## src/rtl/imem_loader.sv

```systemverilog
// Byte-stream program loader: frames UART bytes into 32-bit little-endian words,
// writes them to instruction memory and holds the core until a checksum-valid image lands.
module imem_loader #(
  parameter int          ADDR_W      = 12,
  parameter int          DEPTH_WORDS = 512,
  parameter logic [7:0]  MAGIC       = 8'hA5,
  parameter int unsigned TIMEOUT_CYC = 1000000
) (
  input  logic              clk,
  input  logic              reset_n,
  input  logic              rx_valid,
  input  logic [7:0]        rx_data,
  output logic              mem_we,
  output logic [ADDR_W-1:0] mem_addr,
  output logic [31:0]       mem_wdata,
  output logic              core_hold,
  output logic              done,
  output logic              error,
  output logic [2:0]        o_dbg_state
);

  // Handshake: rx_valid is a one-cycle strobe with no backpressure; every
  // strobe is consumed on the clock edge where it is high, including the
  // cycle in which mem_we is asserted.

  typedef enum logic [2:0] {
    S_IDLE   = 3'd0,
    S_LEN_LO = 3'd1,
    S_LEN_HI = 3'd2,
    S_DATA   = 3'd3,
    S_CHK    = 3'd4,
    S_DONE   = 3'd5,
    S_ERR    = 3'd6
  } state_t;

  localparam logic [31:0] TMO_LAST = (TIMEOUT_CYC == 0) ? 32'd0 : 32'(TIMEOUT_CYC - 1);

  state_t            r_state;
  state_t            w_next_state;
  logic [7:0]        r_len_lo;
  logic [15:0]       r_len;
  logic [ADDR_W-3:0] r_word_idx;
  logic [1:0]        r_byte_idx;
  logic [31:0]       r_wdata;
  logic [7:0]        r_chk;
  logic              r_mem_we;
  logic [31:0]       r_tmo_cnt;

  logic [15:0]       w_len;
  logic              w_restart;
  logic              w_data_byte;
  logic              w_last_word;
  logic              w_tmo_active;
  logic              w_tmo_hit;

  assign w_len        = {rx_data, r_len_lo};
  assign w_last_word  = (16'(r_word_idx) == (r_len - 16'd1));
  assign w_tmo_active = (r_state == S_LEN_LO) || (r_state == S_LEN_HI) ||
                        (r_state == S_DATA)   || (r_state == S_CHK);
  assign w_tmo_hit    = (TIMEOUT_CYC != 0) && w_tmo_active && !rx_valid &&
                        (r_tmo_cnt == TMO_LAST);

  always_ff @(posedge clk or negedge reset_n) begin
    if (!reset_n) begin
      r_state <= S_IDLE;
    end else begin
      r_state <= w_next_state;
    end
  end

  always_comb begin
    w_next_state = r_state;
    w_restart    = 1'b0;
    w_data_byte  = 1'b0;
    case (r_state)
      S_IDLE: begin
        if (rx_valid && (rx_data == MAGIC)) begin
          w_next_state = S_LEN_LO;
          w_restart    = 1'b1;
        end
      end
      S_LEN_LO: begin
        if (rx_valid) w_next_state = S_LEN_HI;
      end
      S_LEN_HI: begin
        if (rx_valid) begin
          if (w_len > 16'(DEPTH_WORDS)) w_next_state = S_ERR;
          else if (w_len == 16'd0)      w_next_state = S_CHK;
          else                          w_next_state = S_DATA;
        end
      end
      S_DATA: begin
        // The final word's write cycle may already carry the checksum byte.
        if (r_mem_we && w_last_word) begin
          if (rx_valid) w_next_state = (rx_data == r_chk) ? S_DONE : S_ERR;
          else          w_next_state = S_CHK;
        end else if (rx_valid) begin
          w_data_byte = 1'b1;
        end
      end
      S_CHK: begin
        if (rx_valid) w_next_state = (rx_data == r_chk) ? S_DONE : S_ERR;
      end
      S_DONE, S_ERR: begin
        if (rx_valid && (rx_data == MAGIC)) begin
          w_next_state = S_LEN_LO;
          w_restart    = 1'b1;
        end
      end
      default: w_next_state = S_IDLE;
    endcase
    if (w_tmo_hit) w_next_state = S_ERR;
  end

  always_ff @(posedge clk or negedge reset_n) begin
    if (!reset_n) begin
      r_len_lo   <= '0;
      r_len      <= '0;
      r_word_idx <= '0;
      r_byte_idx <= '0;
      r_wdata    <= '0;
      r_chk      <= '0;
      r_mem_we   <= 1'b0;
      r_tmo_cnt  <= '0;
    end else begin
      r_mem_we <= 1'b0;
      if (w_restart) begin
        r_chk      <= '0;
        r_word_idx <= '0;
        r_byte_idx <= '0;
      end
      if ((r_state == S_LEN_LO) && rx_valid) r_len_lo <= rx_data;
      if ((r_state == S_LEN_HI) && rx_valid) r_len    <= w_len;
      if (r_mem_we) r_word_idx <= r_word_idx + 1'b1;
      if (w_data_byte) begin
        r_wdata[{r_byte_idx, 3'b000} +: 8] <= rx_data;
        r_chk      <= r_chk ^ rx_data;
        r_byte_idx <= r_byte_idx + 2'd1;
        if (r_byte_idx == 2'd3) r_mem_we <= 1'b1;
      end
      if (rx_valid || !w_tmo_active) r_tmo_cnt <= '0;
      else                           r_tmo_cnt <= r_tmo_cnt + 32'd1;
    end
  end

  assign mem_we      = r_mem_we;
  assign mem_addr    = {r_word_idx, 2'b00};
  assign mem_wdata   = r_wdata;
  assign done        = (r_state == S_DONE);
  assign error       = (r_state == S_ERR);
  assign core_hold   = (r_state != S_DONE);
  assign o_dbg_state = r_state;

endmodule

```

## config.mk

```make
export PLATFORM = sky130hd
export DESIGN_NAME = imem_loader
export DESIGN_NICKNAME = d
export VERILOG_FILES = /design/src/rtl/imem_loader.sv
export SDC_FILE = /design/constraint.sdc
export NUM_CORES = 1
export LEC_CHECK = 0
export BUFFER_PORTS_ARGS = -buffer_cell sky130_fd_sc_hd__buf_4
export CAP_MARGIN = 20
export CORE_MARGIN = 1
export CORE_UTILIZATION = 42
export CTS_CLUSTER_DIAMETER = 100
export DETAILED_ROUTE_END_ITERATION = 10
export SETUP_SLACK_MARGIN = 0.02
export SLEW_MARGIN = 30
export SYNTH_ARGS = -nofsm -noshare
export SYNTH_HDL_FRONTEND = slang
export SYNTH_SLANG_ARGS = --single-unit
```

## constraint.sdc

```tcl
create_clock -name clk -period 6.9 [get_ports clk]
set_clock_uncertainty 0.2 [all_clocks]
set_input_delay 0.69 -clock clk [delete_from_list [all_inputs] [get_ports clk]]
set_output_delay 0.69 -clock clk [all_outputs]
set_load 0.01 [all_outputs]
```

==> results of run 1 <==
-- power breakdown --
group / leakage (µW) / internal, µW / switching (µW) / total (µW)
Clock: 0.000176 / 402 / 236 / 638
Sequential: 0.00146 / 867 / 240 / 1110
Combinational: 0.00126 / 486 / 537 / 1020
Total: 0.00290 / 1760 / 1010 / 2770
-- cell families after synthesis --
group	after synthesis
AND/OR/NAND/NOR	236
AO/OA/AOI/OAI	141
flip-flops	112
buffers and inverters	57
XOR/XNOR	46
multiplexers	25
adder cells (fa/ha/maj)	8
other	1
-- flip-flops by register name (all words and copies together) (netlist names) --
register	flops
r_tmo_cnt	32
mem_wdata	32
mem_we	1
r_byte_idx	2
r_len	16
r_word_idx	10
r_chk	8
r_len_lo	8
o_dbg_state	3
-- cells in the final DEF (no fill, tap or decap), drive strengths merged, types with 2 or more instances in the layout --
master	Yosys	final
ha	8	8
mux2i	3	3
inv	21	21
or3	8	8
o31ai	34	34
clkbuf	24	11
nand2	66	66
a21o	2	2
mux2	22	22
a211oi	2	2
and4	2	2
or4	2	2
bufinv	0	4
nor4	13	13
dfrtp	112	112
or3b	2	2
buf	12	62
o211ai	9	9
nand4	15	15
conb	1	2
and3	13	13
a21oi	10	10
a31oi	3	3
a2111oi	2	2
nor2	56	56
o21ai	69	69
o311ai	2	2
nor2b	13	13
nor3	14	14
nor3b	2	2
xor2	25	25
xnor2	21	21
nand3b	2	2
nand3	23	23
-- worst register-to-register path, cell delays in order (launching register included) --
cell       delay (ps)
dfrtp_1           410
inv_1             130
ha_1              200
or3b_1            410
or3_4             360
a2111oi_2         460
and3_4            660
o31ai_4           240
o21ai_2           180
-- final timing paths --
check / cells after the start / end / from / slack [ps]
hold / removal: 1 / mem_wdata[20]$_DFFE_PN0P_ / reset_n / 200
min in group clk: 1 / r_tmo_cnt[0]$_DFF_PN0_ / r_tmo_cnt[0]$_DFF_PN0_ / 250
max in group asynchronous: 2 / r_len_lo[0]$_DFFE_PN0P_ / reset_n / 5140
setup / recovery: 8 / r_chk[1]$_DFFE_PN0P_ / r_len[0]$_DFFE_PN0P_ / 3590
hold reg to reg: 1 / r_tmo_cnt[0]$_DFF_PN0_ / r_tmo_cnt[0]$_DFF_PN0_ / 250
setup reg to reg: 8 / r_chk[1]$_DFFE_PN0P_ / r_len[0]$_DFFE_PN0P_ / 3590
-- stage by stage --
step,util [%],hold WS [ps],instance area (µm²)
final,49.62,196.7,6860
after global routing,49.62,273.9,6860
after CTS,49.57,232.7,6854
after detailed placement,46.89,249.5,6484
after global placement,46.86,235.8,6479
after floorplan,-,194.4,5938
-- routing by layer --
layer  GRT usage, %  share of wire, %  vias up
met5              0                 0        -
met4          6.559               1.3        0
met3          4.417               4.8       13
met2          32.29                47       87
met1          26.22                47     2320
li1               -                 -     2289
-- area by class of cell --
class	count	area share, %
Timing Repair Buffer	62	6.785
Sequential cell	112	40.85
Inverter	21	1.149
Multi-Input combinational cell	458	42.53
Clock buffer	11	3.538
Tap cell	180	3.283
Clock inverter	5	1.860
==> results.py, run 1 <==
metrics = {
    "setup_path": {
        "cpMaxStageDelayCell": "and3_4",
        "crit_required_ps": 6970,
        "cp_top_family": "simple AND/OR/NAND/NOR gates",
        "worstPathArrival_ps": 3390,
        "path_max_fanout": 66,
        "path_class": "flop to flop",
        "cp_slowest_stage_delay_ps": 660,
        "path_cells": "inv_1 -> ha_1 -> or3b_1 -> or3_4 -> a2111oi_2 -> and3_4 -> o31ai_4 -> o21ai_2",
        "cp_num_buf_inv": 1,
        "setup.worst_path.start_class": "flop",
        "endpoint_kind": "flop",
    },
    "sta": {
        "tns_ps": 0,
        "rsz0062_at_grt": "false",
        "max_slew.worst_pin.slew_ps": 959.1,
        "fin_ws_ps": 3587,
        "fin_crit_ps": 3313,
        "setup_viol": 0,
        "finalCritPeriodShare_pct": 48.01,
        "fmax_mhz": 301.8,
        "drv_slew": 0,
        "hold_violations": 0,
        "slew_headroom_pct": 35.82,
    },
    "worst_hold_path": {
        "hp-class": "input port to asynchronous set/reset pin",
    },
    "logic_synthesis": {
        "synth_edf_count": 0,
        "synthXorXnorAreaFrac_pct": 6.789,
        "synth-main-ff-cell": "dfrtp_1",
        "yosys_warnings": 0,
        "synthSimpleGateAreaFrac_pct": 19.90,
        "synth_compound_area_share_pct": 15.71,
        "synth_common_cells": "dfrtp_1, nand2_1, o21ai_0, nor2_1, o31ai_1",
        "synth_top_family_by_area": "simple AND/OR/NAND/NOR gates",
        "synth_cells": 626,
        "ys_top_cells_by_area": "dfrtp_1, o21ai_0, nand2_1, o31ai_1, mux2_2",
        "yosys.area.top_type": "dfrtp_1",
        "syn_avg_cell_area_um2": 9.480,
        "synth-async-reset-ratio_pct": 100.0,
        "synth_area_um2": 5934,
        "synthMuxAreaShare_pct": 4.681,
        "synth_seq_cells": 112,
        "synth_seq_area_share_pct": 47.23,
        "synth_top_area_share_pct": 47.23,
        "synth_cell_types": 57,
        "synthAdderAreaFrac_pct": 1.687,
        "yosysMostFrequentCell": "dfrtp_1",
    },
    "global_routing": {
        "grt_pass1_vias": 4600,
        "grt_overflow_total": 0,
        "track_usage_pct": 19.87,
        "antenna_found_initial": 0,
        "grt_start_max_net_pins": 67,
        "grt_pass1_wl_mm": 22.74,
    },
    "clock_network": {
        "h-tree-depth": 3,
        "clk_latency_ps": 350,
        "clock-root-buffer": "clkbuf_16",
        "clock_path_buffers": 2,
        "hold_buffers": 0,
        "cts_tree": "done",
        "clk_pin_slew_ps": 70,
        "postCtsSetupBuffers": 0,
        "numCtsBuffers": 9,
        "ctsResizeCount": 0,
        "cts.sinks": 112,
    },
    "floorplanning": {
        "die_w_um": 120.9,
        "io_pins": 62,
        "die_area_um2": 14610,
        "initial_utilization_pct": 42.92,
        "rows": 43,
        "die_h_um": 120.9,
        "coreArea_um2": 13830,
    },
    "power": {
        "power_density_nw_per_um2": 403.6,
        "power_leakage_uw": 0.002903,
        "peakVddDrop_mv": 0.1456,
        "p_total_uw": 2769,
    },
    "routing": {
        "drt-total-wl_mm": 13.71,
        "drt-initial-drc-count": 301,
        "via_per_inst": 5.547,
        "vias": 4709,
        "drt-pass1-iter-count": 8,
        "final_antenna_net_count": 0,
        "drc": 2,
        "wl_per_cell_um": 16.15,
    },
    "finish": {
        "antenna_cells": 0,
        "multi_input_area_um2": 2918,
        "final-seq-area_um2": 2803,
        "finish.net_count": 683,
        "instances_no_fill": 849,
        "area_delta_synth_final_pct": 15.60,
        "drive_above_1_share_pct": 17.94,
        "fill_cells": 1291,
    },
    "status": {
        "failed_checks": "DRC",
        "status": "finished, violations left",
    },
    "placed_design": {
        "io_buffers": 59,
        "post-place-cells": 833,
        "gp_congestion": 0.8440,
        "post-place-ws_ps": 3590,
        "dp_hpwl_mm": 9.287,
    },
    "flow_run": {
        "drv_cap": 0,
    },
}
No activity file was read; power rests on OpenSTA's default activity.
==> inputs of run 2 (changes only) <==
- clock period: 6.9 -> 2.7 ns (I/O delays scaled with it)
==> results.py, run 2 (same netlist as run 1, synthesis figures left out) <==
metrics = {
    "clock_network": {
        "clock-root-buffer": "clkbuf_16",
        "h-tree-depth": 3,
        "clk_latency_ps": 350,
        "clk_pin_slew_ps": 80,
        "cts_tree": "done",
        "numCtsBuffers": 9,
        "cts.sinks": 112,
        "clock_path_buffers": 2,
    },
    "routing": {
        "drc": 0,
        "wl_per_cell_um": 16.54,
        "drt-initial-drc-count": 198,
        "final_antenna_net_count": 0,
        "via_per_inst": 5.497,
        "vias": 4881,
        "drt-pass1-iter-count": 4,
        "drt-total-wl_mm": 14.69,
    },
    "setup_path": {
        "path_class": "flop to flop",
        "cp_slowest_stage_delay_ps": 400,
        "reg2reg_depth": 11,
        "crit_required_ps": 2740,
        "rrSetupSlack_ps": -110,
        "endpoint": "r_chk[5]$_DFFE_PN0P_",
        "path_max_fanout": 4,
        "r2r_end": "r_chk[5]$_DFFE_PN0P_",
        "setup.worst_path.start_class": "flop",
        "crit_start": "r_len[0]$_DFFE_PN0P_",
        "r2r-start": "r_len[0]$_DFFE_PN0P_",
        "path_cells": "inv_2 -> ha_4 -> or3b_4 -> or3_4 -> a221oi_4 -> a2111oi_4 -> and3_4 -> o31ai_4 -> buf_4 -> buf_6 -> o21ai_2",
        "worstPathArrival_ps": 2850,
        "cpMaxStageDelayCell": "dfrtp_1",
        "endpoint_kind": "flop",
    },
    "power": {
        "seq_power_share_pct": 38.4,
        "combinationalPowerShare_pct": 42.9,
        "power_frac_clock_pct": 18.6,
        "peakVddDrop_mv": 0.4339,
        "power_leakage_uw": 0.003106,
        "switching_share_pct": 38.59,
        "p_total_uw": 7303,
        "switchingPower_uw": 2819,
        "power_density_nw_per_um2": 1008,
        "power.internal_uw": 4485,
    },
    "sta": {
        "slew_headroom_pct": 62.67,
        "hold_violations": 0,
        "finalCritPeriodShare_pct": 104.0,
        "fin_ws_ps": -107.2,
        "max_slew.worst_pin.slew_ps": 558.6,
        "fin_crit_ps": 2807,
        "rsz0062_at_grt": "true",
        "setup_viol": 32,
        "fmax_mhz": 356.2,
        "drv_slew": 0,
    },
    "status": {
        "status": "finished, violations left",
        "failed_checks": "setup timing",
    },
    "placed_design": {
        "gp_congestion": 0.8439,
        "post-place-ws_ps": -79.51,
        "io_buffers": 59,
        "post-place-cells": 864,
        "dp_hpwl_mm": 9.924,
        "placed_area_um2": 6777,
    },
    "floorplanning": {
        "die_area_um2": 14610,
        "initial_utilization_pct": 42.92,
        "io_pins": 62,
        "die_w_um": 120.9,
        "die_h_um": 120.9,
        "coreArea_um2": 13830,
        "rows": 43,
    },
    "finish": {
        "finish.net_count": 722,
        "fill_cells": 1239,
        "final_area_um2": 7244,
        "antenna_cells": 0,
        "final_cell_mix": "dfrtp_1, buf_4, nand2_1",
        "area_delta_synth_final_pct": 22.07,
        "final_common_cell": "dfrtp_1",
        "drive_above_1_share_pct": 24.72,
        "instances_no_fill": 888,
    },
    "global_routing": {
        "grt_pass1_vias": 4753,
        "track_usage_pct": 21.41,
        "grt_overflow_total": 0,
        "antenna_found_initial": 0,
        "grt_start_max_net_pins": 55,
        "grt_pass1_wl_mm": 24.46,
    },
    "flow_run": {
        "drv_cap": 0,
    },
    "worst_hold_path": {
        "hp-class": "input port to flop",
        "hold_start": "rx_data[0]",
    },
}
[run 2: cell types whose count changed in the layout (fill, tap and decap cells not counted), moves of 3 or more]
| cell | previous run | this run |
|---|---|---|
| bufinv_16 | 4 | 1 |
| o21ai_0 | 60 | 36 |
| buf_12 | 0 | 4 |
| buf_4 | 62 | 92 |
| o21ai_2 | 9 | 12 |
| buf_6 | 0 | 3 |
| o21ai_1 | 0 | 21 |
| clkinv_2 | 0 | 3 |
[run 2: per-layer routing]
layer | vias to the layer above | global-route usage (%) | part of all wire, %
met3 | 14 | 3.336 | 3.9
met5 | - | 0 | 0
li1 | 2377 | - | -
met4 | 0 | 7.870 | 1.5
met1 | 2387 | 30.74 | 49
met2 | 103 | 32.54 | 46
[run 2: cell type report]
cell class	instances	area, µm²	share of cell area [%]
multi-input combinational	458	3023	41.73
sequential	112	2803	38.69
timing repair buffer	101	819.5	11.31
clock buffer	9	225.2	3.109
tap	180	225.2	3.109
inverter	21	78.83	1.088
clock inverter	7	70.07	0.9672
[run 2: worst min path at each step]
stage / end / slack, ps / cells past startpoint
floorplan: mem_wdata[0]$_DFFE_PN0P_ / -230 / 0
global placement: r_tmo_cnt[21]$_DFF_PN0_ / 70 / 1
detailed placement: r_tmo_cnt[21]$_DFF_PN0_ / 80 / 1
CTS: mem_wdata[24]$_DFFE_PN0P_ / 30 / 3
global route: mem_wdata[24]$_DFFE_PN0P_ / 50 / 3
finish: mem_wdata[0]$_DFFE_PN0P_ / 50 / 3
[run 2: worst max-delay path: cells and delay by family (launching register included)]
family                   cells  cell delay, ps
AND/OR/NAND/NOR              3             990
AO/OA/AOI/OAI                4             620
flip-flops                   1             400
buffers and inverters        3             360
adder cells (fa/ha/maj)      1             130
[run 2: per-stage QoR]
step                hold slack, ps  util [%]  TNS, ps
floorplan                   -225.6         -    -2796
global placement             69.87     49.01    -1339
detailed placement           84.24     49.01    -2291
CTS                          32.18     52.15   -535.7
global route                 46.44     52.39    -5579
finish                       45.03     52.39    -1403
[run 2: power groups by stage]
stage          clock network, µW  logic, µW  registers (µW)
5_1_grt                     1480       3460            2910
4_1_cts                     1400       3110            2800
6_report                    1360       3140            2810
3_5_place_dp                   0       2950            2810
3_3_place_gp                   0       2850            2790
2_1_floorplan                  0       1770            2780
[run 2: repair_timing]
item                                    CTS  global route
endpoints found under the setup margin   43            46
resized for setup                        27            18
hold endpoints to repair                 35             0
pin swaps                                 6             7
gates cloned                              2             0
hold buffers                              1             0
buffers inserted                          5             3
==> inputs of run 3 (changes only) <==
--- a/config.mk
+++ b/config.mk
@@ -6,4 +6,5 @@
 export NUM_CORES = 1
 export LEC_CHECK = 0
+export ABC_AREA = 1
 export BUFFER_PORTS_ARGS = -buffer_cell sky130_fd_sc_hd__buf_4
 export CAP_MARGIN = 20
==> constraint.sdc (replaced) <==
create_clock -name clk -period 2.7 [get_ports clk]
set_clock_uncertainty 0.2 [all_clocks]
set_input_delay 0.54 -clock clk [delete_from_list [all_inputs] [get_ports clk]]
set_output_delay 0.54 -clock clk [all_outputs]
set_load 0.01 [all_outputs]
==> results.py, run 3 <==
metrics = {
    "status": {
        "status": "finished clean",
    },
    "routing": {
        "drt-total-wl_mm": 15.27,
        "drt-pass1-iter-count": 5,
        "drt-initial-drc-count": 371,
        "wl_per_cell_um": 14.02,
        "final_antenna_net_count": 0,
        "vias": 5530,
        "drc": 0,
        "via_per_inst": 5.078,
    },
    "power": {
        "peakVddDrop_mv": 0.3672,
        "power_density_nw_per_um2": 855.7,
        "switching_share_pct": 40.35,
        "seq_power_share_pct": 38.7,
        "power.internal_uw": 3731,
        "power_leakage_uw": 0.003607,
        "combinationalPowerShare_pct": 40.3,
        "power_frac_clock_pct": 21.0,
        "switchingPower_uw": 2523,
    },
    "sta": {
        "tns_ps": 0,
        "fin_ws_ps": 207.8,
        "max_slew.worst_pin.slew_ps": 517.7,
        "fmax_mhz": 401.3,
        "finalCritPeriodShare_pct": 92.30,
        "slew_headroom_pct": 65.22,
        "fin_crit_ps": 2492,
        "hold_violations": 0,
        "setup_viol": 0,
        "rsz0062_at_grt": "true",
        "drv_slew": 0,
    },
    "clock_network": {
        "numCtsBuffers": 9,
        "cts_tree": "done",
        "clock-root-buffer": "clkbuf_16",
        "h-tree-depth": 3,
        "clock_path_buffers": 2,
        "cts.sinks": 112,
        "clk_latency_ps": 360,
        "clk_pin_slew_ps": 70,
    },
    "logic_synthesis": {
        "synth_top_area_share_pct": 45.25,
        "synth_seq_area_share_pct": 45.25,
        "syn_avg_cell_area_um2": 7.453,
        "synth_seq_cells": 112,
        "synth_cell_types": 40,
        "yosys_warnings": 0,
        "synth_cells": 831,
        "yosysMostFrequentCell": "nand2_1",
        "synth-async-reset-ratio_pct": 100.0,
        "synth_edf_count": 0,
        "synth_common_cells": "nand2_1, nor2_1, dfrtp_1, inv_1, nand4_1",
        "yosys.area.top_type": "dfrtp_1",
        "ys_top_cells_by_area": "dfrtp_1, nand2_1, nor2_1, nand4_1, inv_1",
        "synth-main-ff-cell": "dfrtp_1",
        "synth_area_um2": 6193,
    },
    "finish": {
        "area_delta_synth_final_pct": 18.00,
        "drive_above_1_share_pct": 13.59,
        "final_cell_mix": "nand2_1, nor2_1, dfrtp_1",
        "final_common_cell": "nand2_1",
        "antenna_cells": 0,
        "finish.net_count": 919,
    },
    "global_routing": {
        "grt_start_max_net_pins": 66,
        "antenna_found_initial": 0,
        "track_usage_pct": 20.83,
        "grt_pass1_wl_mm": 24.44,
        "grt_overflow_total": 0,
        "grt_pass1_vias": 5057,
    },
    "setup_path": {
        "setup.worst_path.start_class": "flop",
        "cp_slowest_stage_delay_ps": 380,
        "path_cells": "inv_1 -> ha_4 -> nor2_1 -> nor2_1 -> nand3_1 -> nor2_2 -> nand2_1 -> nor2_2 -> nand2_1 -> nor2_2 -> nand3_4 -> buf_12 -> clkbuf_16 -> nand4_1 -> nand2_1",
        "worstPathArrival_ps": 2540,
        "cp_num_buf_inv": 3,
        "crit_required_ps": 2740,
        "cpMaxStageDelayCell": "dfrtp_1",
        "path_max_fanout": 12,
        "path_class": "flop to flop",
        "cp_top_family": "simple AND/OR/NAND/NOR gates",
        "endpoint_kind": "flop",
    },
    "placed_design": {
        "io_buffers": 59,
        "post-place-ws_ps": 66.64,
        "gp_congestion": 0.8804,
        "dp_hpwl_mm": 11.11,
    },
    "floorplanning": {
        "die_w_um": 123.4,
        "io_pins": 62,
        "die_area_um2": 15240,
        "die_h_um": 123.4,
        "rows": 44,
        "coreArea_um2": 14480,
        "initial_utilization_pct": 42.78,
    },
    "worst_hold_path": {
        "hp-class": "flop to flop",
    },
    "flow_run": {
        "drv_cap": 0,
    },
}
==> run 3: through the flow <==
stage | area (µm²) | std cells | util [%] | total power (µW) | hold WS [ps]
3_5_place_dp | 6859 | 1066 | 47.37 | 4915 | 230.9
6_report | 7308 | 1089 | 50.48 | 6254 | 265.1
5_1_grt | 7308 | 1089 | 50.48 | 6787 | 293.1
3_3_place_gp | 6859 | 1066 | 47.37 | 4898 | 230.0
2_1_floorplan | 6197 | 832 | - | 4116 | 44.41
4_1_cts | 7156 | 1083 | 49.42 | 6257 | 267.9
==> run 3: cells by family (layout without fill, tap and decap cells) <==
| logic type | count (synthesis) | after routing | share of synthesized area [%] |
|---|---|---|---|
| AO/OA/AOI/OAI | 83 | 83 | 7.172 |
| XOR/XNOR | 17 | 17 | 2.626 |
| adder cells (fa/ha/maj) | 8 | 8 | 1.616 |
| buffers and inverters | 108 | 181 | 7.232 |
| flip-flops | 112 | 112 | 45.25 |
| multiplexers | 2 | 2 | 0.3232 |
| other | 1 | 2 | 0.06055 |
| AND/OR/NAND/NOR | 500 | 500 | 35.72 |
==> run 3: power groups by stage <==
stage	Sequential, µW	Clock (µW)	Combinational, µW
finish	2420	1310	2520
CTS	2420	1360	2480
global route	2480	1420	2890
global placement	2450	0	2450
detailed placement	2450	0	2470
floorplan	2430	0	1690
==> run 3: path summary, 6_finish.rpt <==
kind,start,endpoint,slack [ps],cells past startpoint
max,r_len[1]$_DFFE_PN0P_,mem_wdata[25]$_DFFE_PN0P_,210,15
min,r_tmo_cnt[0]$_DFF_PN0_,r_tmo_cnt[0]$_DFF_PN0_,270,1
max reg2reg,r_len[1]$_DFFE_PN0P_,mem_wdata[25]$_DFFE_PN0P_,210,15
min reg2reg,r_tmo_cnt[0]$_DFF_PN0_,r_tmo_cnt[0]$_DFF_PN0_,270,1
max in group asynchronous,reset_n,mem_wdata[31]$_DFFE_PN0P_,1210,3
min in group asynchronous,reset_n,r_word_idx[8]$_DFFE_PN0P_,390,2
==> run 3: per-layer routing <==
metal	part of all wire, %	vias up	wire [µm]	global-route usage [%]
met5	0	-	0	0
met4	1.5	0	229	6.401
met3	3.1	18	470	3.598
met2	48	89	7362	34.39
met1	47	2580	7209	27.81
li1	-	2843	-	-
==> run 3: repair_timing <==
item                                    4_1_cts  5_1_grt
endpoints found under the setup margin        0       46
hold buffers                                  1        0
endpoints found under the hold margin        14        0
gates resized for setup                       0       13
setup buffers                                 0        4
==> run 3: cell type report <==
cell class | instances | area (µm²)
fillers | 1474 | 7171
inverters | 85 | 319.1
flip-flops and latches | 112 | 2803
clock inverters | 2 | 12.51
well taps | 184 | 230.2
repair buffers | 80 | 675.6
clock buffers | 14 | 274.0
multi-input cells | 612 | 2994
